===== src/rtl/rd_lvl_ctrl_if.sv =====
// ---------------------------------------------------------------------------
// rd_lvl_ctrl_if
// Training-read bus between the read-leveling controller and the memory
// controller / PHY data path.
//   trn_rd_req   : controller -> mc, training read request, held until ack
//   trn_rd_ack   : mc -> controller, request accepted this cycle
//   trn_rd_valid : phy -> controller, phy_dout carries read data this cycle
//   phy_dout     : phy -> controller, per-line bytes, line l at [8l+:8]
// The master modport is the side that issues requests (the leveling
// controller); the slave modport is the memory controller / PHY side.
// ---------------------------------------------------------------------------
interface rd_lvl_ctrl_if #(
  parameter int LINES = 16
);
  logic                 trn_rd_req;
  logic                 trn_rd_ack;
  logic                 trn_rd_valid;
  logic [8*LINES-1:0]   phy_dout;

  modport master (
    output trn_rd_req,
    input  trn_rd_ack,
    input  trn_rd_valid,
    input  phy_dout
  );

  modport slave (
    input  trn_rd_req,
    output trn_rd_ack,
    output trn_rd_valid,
    output phy_dout
  );
endinterface


===== src/rtl/rd_lvl_ctrl.sv =====
// ---------------------------------------------------------------------------
// rd_lvl_ctrl
// Read-leveling controller. Sweeps the shared 4-bit coarse input delay from
// 0 to MAX_DEL, issues NUM_RD training reads per setting, compares every
// returned byte against PATTERN per line and finally programs each line with
// the centre of its first contiguous passing window.
// Ports:
//   clk_div, rst_div_n : clock, asynchronous active-low reset
//   train_start        : one-cycle pulse, starts a sweep from IDLE/DONE/FAIL
//   trn                : training-read bus (master side)
//   param_io_in_del    : per-line coarse delay, line l at [4l+:4]
//   sync_en            : PHY data synchronizer enable
//   train_busy         : sweep in progress
//   train_done         : finished, every line has a window
//   train_fail         : a line had no window, or a read timed out
//   fail_mask          : lines without any passing setting
//   timeout_err        : read data did not arrive within TIMEOUT cycles
// ---------------------------------------------------------------------------
module rd_lvl_ctrl #(
  parameter int         LINES      = 16,
  parameter int         MAX_DEL    = 4,
  parameter int         NUM_RD     = 4,
  parameter int         SETTLE_CYC = 8,
  parameter int         TIMEOUT    = 255,
  parameter logic [7:0] PATTERN    = 8'hA5
) (
  input  logic               clk_div,
  input  logic               rst_div_n,
  input  logic               train_start,
  rd_lvl_ctrl_if.master      trn,
  output logic [4*LINES-1:0] param_io_in_del,
  output logic               sync_en,
  output logic               train_busy,
  output logic               train_done,
  output logic               train_fail,
  output logic [LINES-1:0]   fail_mask,
  output logic               timeout_err
);

  localparam int SW = $clog2(SETTLE_CYC + 1);
  localparam int TW = $clog2(TIMEOUT + 1);
  localparam int RW = $clog2(NUM_RD + 1);

  typedef enum logic [3:0] {
    S_IDLE, S_SET, S_SETTLE, S_REQ, S_WAIT, S_EVAL, S_APPLY, S_DONE, S_FAIL
  } state_t;

  state_t           state_reg;
  logic [3:0]       cur_del_reg;
  logic [SW-1:0]    settle_cnt_reg;
  logic [TW-1:0]    tmo_cnt_reg;
  logic [RW-1:0]    rd_cnt_reg;
  logic             req_reg;
  logic             sync_en_reg;
  logic             busy_reg;
  logic             done_reg;
  logic             fail_reg;
  logic             tmo_err_reg;

  logic             start_go;
  logic             settle_end;
  logic [LINES-1:0] seen_vec;

  // A start pulse is only honoured while no sweep is running.
  assign start_go   = train_start &&
                      (state_reg == S_IDLE || state_reg == S_DONE || state_reg == S_FAIL);
  assign settle_end = (state_reg == S_SETTLE) && (settle_cnt_reg == SW'(SETTLE_CYC - 1));

  assign trn.trn_rd_req = req_reg;
  assign sync_en        = sync_en_reg;
  assign train_busy     = busy_reg;
  assign train_done     = done_reg;
  assign train_fail     = fail_reg;
  assign timeout_err    = tmo_err_reg;

  // Sweep sequencer; all handshake and status outputs are registered here.
  always_ff @(posedge clk_div or negedge rst_div_n) begin
    if (!rst_div_n) begin
      state_reg      <= S_IDLE;
      cur_del_reg    <= '0;
      settle_cnt_reg <= '0;
      tmo_cnt_reg    <= '0;
      rd_cnt_reg     <= '0;
      req_reg        <= 1'b0;
      sync_en_reg    <= 1'b0;
      busy_reg       <= 1'b0;
      done_reg       <= 1'b0;
      fail_reg       <= 1'b0;
      tmo_err_reg    <= 1'b0;
    end else begin
      case (state_reg)
        S_IDLE, S_DONE, S_FAIL: begin
          if (train_start) begin
            state_reg   <= S_SET;
            cur_del_reg <= '0;
            done_reg    <= 1'b0;
            fail_reg    <= 1'b0;
            tmo_err_reg <= 1'b0;
            busy_reg    <= 1'b1;
          end
        end
        S_SET: begin
          sync_en_reg    <= 1'b1;
          settle_cnt_reg <= '0;
          state_reg      <= S_SETTLE;
        end
        S_SETTLE: begin
          if (settle_end) begin
            rd_cnt_reg <= '0;
            req_reg    <= 1'b1;
            state_reg  <= S_REQ;
          end else begin
            settle_cnt_reg <= settle_cnt_reg + 1'b1;
          end
        end
        S_REQ: begin
          // Read data seen before (or together with) ack is not ours.
          if (trn.trn_rd_ack) begin
            req_reg     <= 1'b0;
            tmo_cnt_reg <= '0;
            state_reg   <= S_WAIT;
          end
        end
        S_WAIT: begin
          if (trn.trn_rd_valid) begin
            rd_cnt_reg <= rd_cnt_reg + 1'b1;
            if (rd_cnt_reg == RW'(NUM_RD - 1)) begin
              state_reg <= S_EVAL;
            end else begin
              req_reg   <= 1'b1;
              state_reg <= S_REQ;
            end
          end else if (tmo_cnt_reg == TW'(TIMEOUT - 1)) begin
            tmo_err_reg <= 1'b1;
            fail_reg    <= 1'b1;
            busy_reg    <= 1'b0;
            sync_en_reg <= 1'b0;
            state_reg   <= S_FAIL;
          end else begin
            tmo_cnt_reg <= tmo_cnt_reg + 1'b1;
          end
        end
        S_EVAL: begin
          if (cur_del_reg < 4'(MAX_DEL)) begin
            cur_del_reg <= cur_del_reg + 1'b1;
            state_reg   <= S_SET;
          end else begin
            state_reg <= S_APPLY;
          end
        end
        S_APPLY: begin
          busy_reg <= 1'b0;
          if (&seen_vec) begin
            done_reg  <= 1'b1;
            state_reg <= S_DONE;
          end else begin
            fail_reg    <= 1'b1;
            sync_en_reg <= 1'b0;
            state_reg   <= S_FAIL;
          end
        end
        default: state_reg <= S_IDLE;
      endcase
    end
  end

  // Per-line window tracking and delay programming.
  genvar gi;
  generate
    for (gi = 0; gi < LINES; gi++) begin : g_line
      logic       seen_reg;
      logic       closed_reg;
      logic       trial_pass_reg;
      logic       mask_reg;
      logic [3:0] first_reg;
      logic [3:0] last_reg;
      logic [3:0] del_reg;
      logic       byte_ok;
      logic [4:0] win_sum;

      assign byte_ok = (trn.phy_dout[8*gi +: 8] == PATTERN);
      assign win_sum = {1'b0, first_reg} + {1'b0, last_reg};

      assign seen_vec[gi]              = seen_reg;
      assign fail_mask[gi]             = mask_reg;
      assign param_io_in_del[4*gi +: 4] = del_reg;

      always_ff @(posedge clk_div or negedge rst_div_n) begin
        if (!rst_div_n) begin
          seen_reg       <= 1'b0;
          closed_reg     <= 1'b0;
          trial_pass_reg <= 1'b0;
          mask_reg       <= 1'b0;
          first_reg      <= '0;
          last_reg       <= '0;
          del_reg        <= '0;
        end else begin
          if (start_go) begin
            seen_reg   <= 1'b0;
            closed_reg <= 1'b0;
            mask_reg   <= 1'b0;
          end
          case (state_reg)
            S_SET:    del_reg <= cur_del_reg;
            S_SETTLE: if (settle_end) trial_pass_reg <= 1'b1;
            S_WAIT:   if (trn.trn_rd_valid) trial_pass_reg <= trial_pass_reg & byte_ok;
            S_EVAL: begin
              // Only the first contiguous passing window is kept; once a
              // failing setting closes it, later passes are ignored.
              if (trial_pass_reg) begin
                if (!seen_reg) begin
                  first_reg <= cur_del_reg;
                  last_reg  <= cur_del_reg;
                  seen_reg  <= 1'b1;
                end else if (!closed_reg) begin
                  last_reg <= cur_del_reg;
                end
              end else if (seen_reg) begin
                closed_reg <= 1'b1;
              end
            end
            S_APPLY: begin
              // Window centre, rounded down.
              del_reg  <= seen_reg ? win_sum[4:1] : 4'd0;
              mask_reg <= ~seen_reg;
            end
            default: ;
          endcase
        end
      end
    end
  endgenerate

endmodule


===== src/flat_wrapper.sv =====
// flat-port wrapper written by rule: the top's interface ports become plain ports
module rd_lvl_ctrl_flat 
#(
  parameter int         LINES      = 16,
  parameter int         MAX_DEL    = 4,
  parameter int         NUM_RD     = 4,
  parameter int         SETTLE_CYC = 8,
  parameter int         TIMEOUT    = 255,
  parameter logic [7:0] PATTERN    = 8'hA5
)
  (clk_div, rst_div_n, train_start, param_io_in_del, sync_en, train_busy, train_done, train_fail, fail_mask, timeout_err, trn_trn_rd_req, trn_trn_rd_ack, trn_trn_rd_valid, trn_phy_dout);
  rd_lvl_ctrl_if #(.LINES(LINES)) trn_i ();
  input  logic clk_div;
  input  logic rst_div_n;
  input  logic train_start;
  output logic [4*LINES-1:0] param_io_in_del;
  output logic sync_en;
  output logic train_busy;
  output logic train_done;
  output logic train_fail;
  output logic [LINES-1:0] fail_mask;
  output logic timeout_err;
  output wire logic [$bits(trn_i.trn_rd_req)-1:0] trn_trn_rd_req;
  input wire logic [$bits(trn_i.trn_rd_ack)-1:0] trn_trn_rd_ack;
  input wire logic [$bits(trn_i.trn_rd_valid)-1:0] trn_trn_rd_valid;
  input wire logic [$bits(trn_i.phy_dout)-1:0] trn_phy_dout;
  assign trn_trn_rd_req = trn_i.trn_rd_req;
  assign trn_i.trn_rd_ack = trn_trn_rd_ack;
  assign trn_i.trn_rd_valid = trn_trn_rd_valid;
  assign trn_i.phy_dout = trn_phy_dout;
  rd_lvl_ctrl #(.LINES(LINES), .MAX_DEL(MAX_DEL), .NUM_RD(NUM_RD), .SETTLE_CYC(SETTLE_CYC), .TIMEOUT(TIMEOUT), .PATTERN(PATTERN)) u_core (.clk_div(clk_div), .rst_div_n(rst_div_n), .train_start(train_start), .trn(trn_i), .param_io_in_del(param_io_in_del), .sync_en(sync_en), .train_busy(train_busy), .train_done(train_done), .train_fail(train_fail), .fail_mask(fail_mask), .timeout_err(timeout_err));
endmodule

===== config.mk =====
export PLATFORM = sky130hd
export DESIGN_NAME = rd_lvl_ctrl_flat
export DESIGN_NICKNAME = d
export VERILOG_FILES = /design/src/rtl/rd_lvl_ctrl_if.sv /design/src/rtl/rd_lvl_ctrl.sv /design/src/flat_wrapper.sv
export SDC_FILE = /design/constraint.sdc
export NUM_CORES = 1
export LEC_CHECK = 0
export ABC_AREA = 1
export BUFFER_PORTS_ARGS = -buffer_cell sky130_fd_sc_hd__buf_2
export CORE_ASPECT_RATIO = 0.9
export CORE_MARGIN = 2
export CORE_UTILIZATION = 35
export CTS_CLUSTER_SIZE = 24
export DETAILED_ROUTE_END_ITERATION = 6
export PLACE_DENSITY = 0.55
export SYNTH_ARGS = -nofsm -noshare
export SYNTH_HDL_FRONTEND = slang
export SYNTH_SLANG_ARGS = --single-unit

===== constraint.sdc =====
create_clock -name clk_div -period 2.1 [get_ports clk_div]
set_input_delay 0.21 -clock clk_div [delete_from_list [all_inputs] [get_ports clk_div]]
set_output_delay 0.21 -clock clk_div [all_outputs]
set_load 0.05 [all_outputs]

==> flow_metrics.tcl <==
set metrics [dict create \
    ios 219 \
    via_count 11500 \
    cts_setup_buffers 0 \
    drv_slew 0 \
    dr.pass1.iters 7 \
    synth.most_common_cell "nand2_1" \
    status "complete, no violations" \
    hpwlAfterDp_mm 27.2 \
    arrival_ps 2290 \
    cts.sinks 285 \
    root_buffer "clkbuf_16" \
    dpl_worst_slack_ps 200 \
    ys_top_cells_by_area "dfrtp_1 (50%), nand2_1 (11%), ha_1 (4.7%)" \
    grt_pass1_wl_mm 61.6 \
    ys_types 40 \
    drv_cap 0 \
    num_rows 70 \
    first_iter_violations 640 \
    drive_gt1_share_pct 20.0 \
    fin_nets 2024 \
    grt_start_max_net_pins 65 \
    grt_pass1_vias 11300 \
    clkTransAtPathRegs_ps 60 \
    diodes 0 \
    setup_tns_ps 0 \
    hold_class "in2reg" \
    port_buffers 218 \
    critPathCaptureType "flop" \
    area_growth_syn_to_layout_pct 19.4 \
    ant_nets 0 \
    crit_required_ps 2480 \
    powerDensity_nw_per_um2 1230 \
    worstMarginPinSlew_ps 892 \
    syn-num-nets 1794 \
    synth_common_cells "nand2_1 (414), dfrtp_1 (285), nor2_1 (137)" \
    ir_drop_v 0.000599 \
    synth_top_area_cell "dfrtp_1" \
    hold_depth 3 \
    yosysSeqAreaShare_pct 49.8 \
    via_per_inst 4.82 \
    finalHoldViolations 0 \
    cts_buffers 35 \
    dp_cells 2323 \
    fin_crit_ps 1910 \
    gp_congestion 0.852 \
    cts_max_level 2 \
    critical_path.max_fanout 64 \
    p_leak_nw 8.39 \
    design.die.area_um2 42600 \
    grt_usage_pct 18.4 \
    tritoncts "built" \
    max_freq_mhz 524 \
    slew_headroom_pct 40.4 \
    fin_skew_ps 23.1 \
    critPathKind "reg2reg" \
    ys.warnings.count 0 \
    asyncSetResetFlopFracSynth_pct 100 \
    grt_overflow_total 0 \
    syn-instance-count 1591 \
    start_util_pct 35.4 \
    reg2reg_depth 6 \
    drc 0 \
    cp-start-kind "flop" \
    die_w_um 217 \
    yosys.area.top_type_share_pct 49.8 \
    ys_ff_latch 285 \
    clock_latency_ps 510 \
    die_y_um 196 \
    period_share_pct 90.9 \
    clock_path_buffers 3 \
    setup-violations-final 0 \
    layoutNonFillerInstCount 2381 \
    routed_wl_mm 38.1 \
    synth_edf_count 0 \
    fin_ws_ps 192 \
    rsz0062_at_grt "no" \
    antenna_found_initial 1 \
    netlist_area_um2 14300 \
    syn_avg_cell_area_um2 9.00 \
    routedWlPerCell_um 16.0 \
    core_area_um2 40500 \
    synth-main-ff-cell "dfrtp_1" \
    p_total_mw 21.1 \
    final_util_pct 42.3 \
]
cell type report:
type	instances	area [um^2]
inverters	136	519
fillers	3993	23400
clock inverters	5	53.8
clock buffers	52	1050
well taps	540	676
flip-flops and latches	285	7130
multi-input cells	1116	6270
repair buffers	247	1410
critical path, cell delays in order, from the launching register on:
cell and delay [ps]:
dfrtp_1 410, inv_1 170, nor2_8 60, nand2_2 90, buf_12 340, nand2_8 370, o21a_1 290
final timing paths:
path / slack [ps] / startpoint / endpoint
setup / recovery: 190 / u_core.state_reg[2] / u_core.g_line[15].del_reg[3]
hold / removal: 20 / trn_trn_rd_valid / u_core.rd_cnt_reg[1]
setup reg to reg: 190 / u_core.state_reg[2] / u_core.g_line[15].del_reg[3]
hold reg to reg: 480 / u_core.train_busy / u_core.train_busy
max in group asynchronous: 1130 / rst_div_n / u_core.tmo_cnt_reg[5]
min in group asynchronous: 260 / rst_div_n / u_core.g_line[0].del_reg[2]
repair_timing:
action	CTS	global route
hold buffers	1	0
gates resized for setup	0	1
endpoints found under the hold margin	54	0
endpoints found under the setup margin	0	3
per-layer routing:
metal  part of all wire [%]  global-route usage [%]
met1                     48                    26.2
met4                    2.4                    5.25
met5                      0                       0
met3                    5.6                    2.91
met2                     44                    28.9
per-stage QoR:
step / hold WS [ps] / instance area [um^2]
final: 19.9 / 17100
after detailed placement: 191 / 16000
after global routing: 30.0 / 17100
after floorplan: -85.6 / 14300
after global placement: 192 / 16000
after CTS: 9.10 / 17100
power breakdown:
group | internal [mW] | leakage [nW] | switching (mW)
registers | 6.62 | 3.82 | 0.845
clock network | 3.56 | 0.546 | 2.25
logic | 1.97 | 4.02 | 5.81
cell families after synthesis:
| group | after synthesis | share of synthesized area, % |
|---|---|---|
| AND/OR/NAND/NOR | 723 | 24.3 |
| flip-flops | 285 | 49.8 |
| AO/OA/AOI/OAI | 315 | 12.0 |
| buffers and inverters | 190 | 6.47 |
| XOR/XNOR | 8 | 0.489 |
| adder cells (fa/ha/maj) | 70 | 6.95 |
layout by cell type, fill, tap and decap left out, types with 3 or more instances in the layout:
| cell type | n |
|---|---|
| nand2_2 | 7 |
| nand3_1 | 68 |
| nor4_1 | 16 |
| a21oi_1 | 105 |
| nor2_1 | 137 |
| nand4_1 | 3 |
| o21ai_4 | 3 |
| o21a_1 | 11 |
| clkinv_2 | 4 |
| ha_1 | 54 |
| nor2_4 | 13 |
| buf_12 | 7 |
| o21ai_0 | 57 |
| nand3b_1 | 16 |
| o21ai_1 | 114 |
| nand2_1 | 414 |
| buf_2 | 217 |
| buf_4 | 21 |
| inv_1 | 129 |
| nor3_1 | 11 |
| clkbuf_16 | 37 |
| nor2_2 | 5 |
| o21ai_2 | 5 |
| dfrtp_1 | 285 |
| xor2_1 | 8 |
| nand3_4 | 27 |
| clkbuf_8 | 7 |
| fa_1 | 16 |
| o31ai_1 | 16 |
| inv_2 | 3 |
| clkbuf_1 | 8 |
No activity file was read; power rests on OpenSTA's default activity.
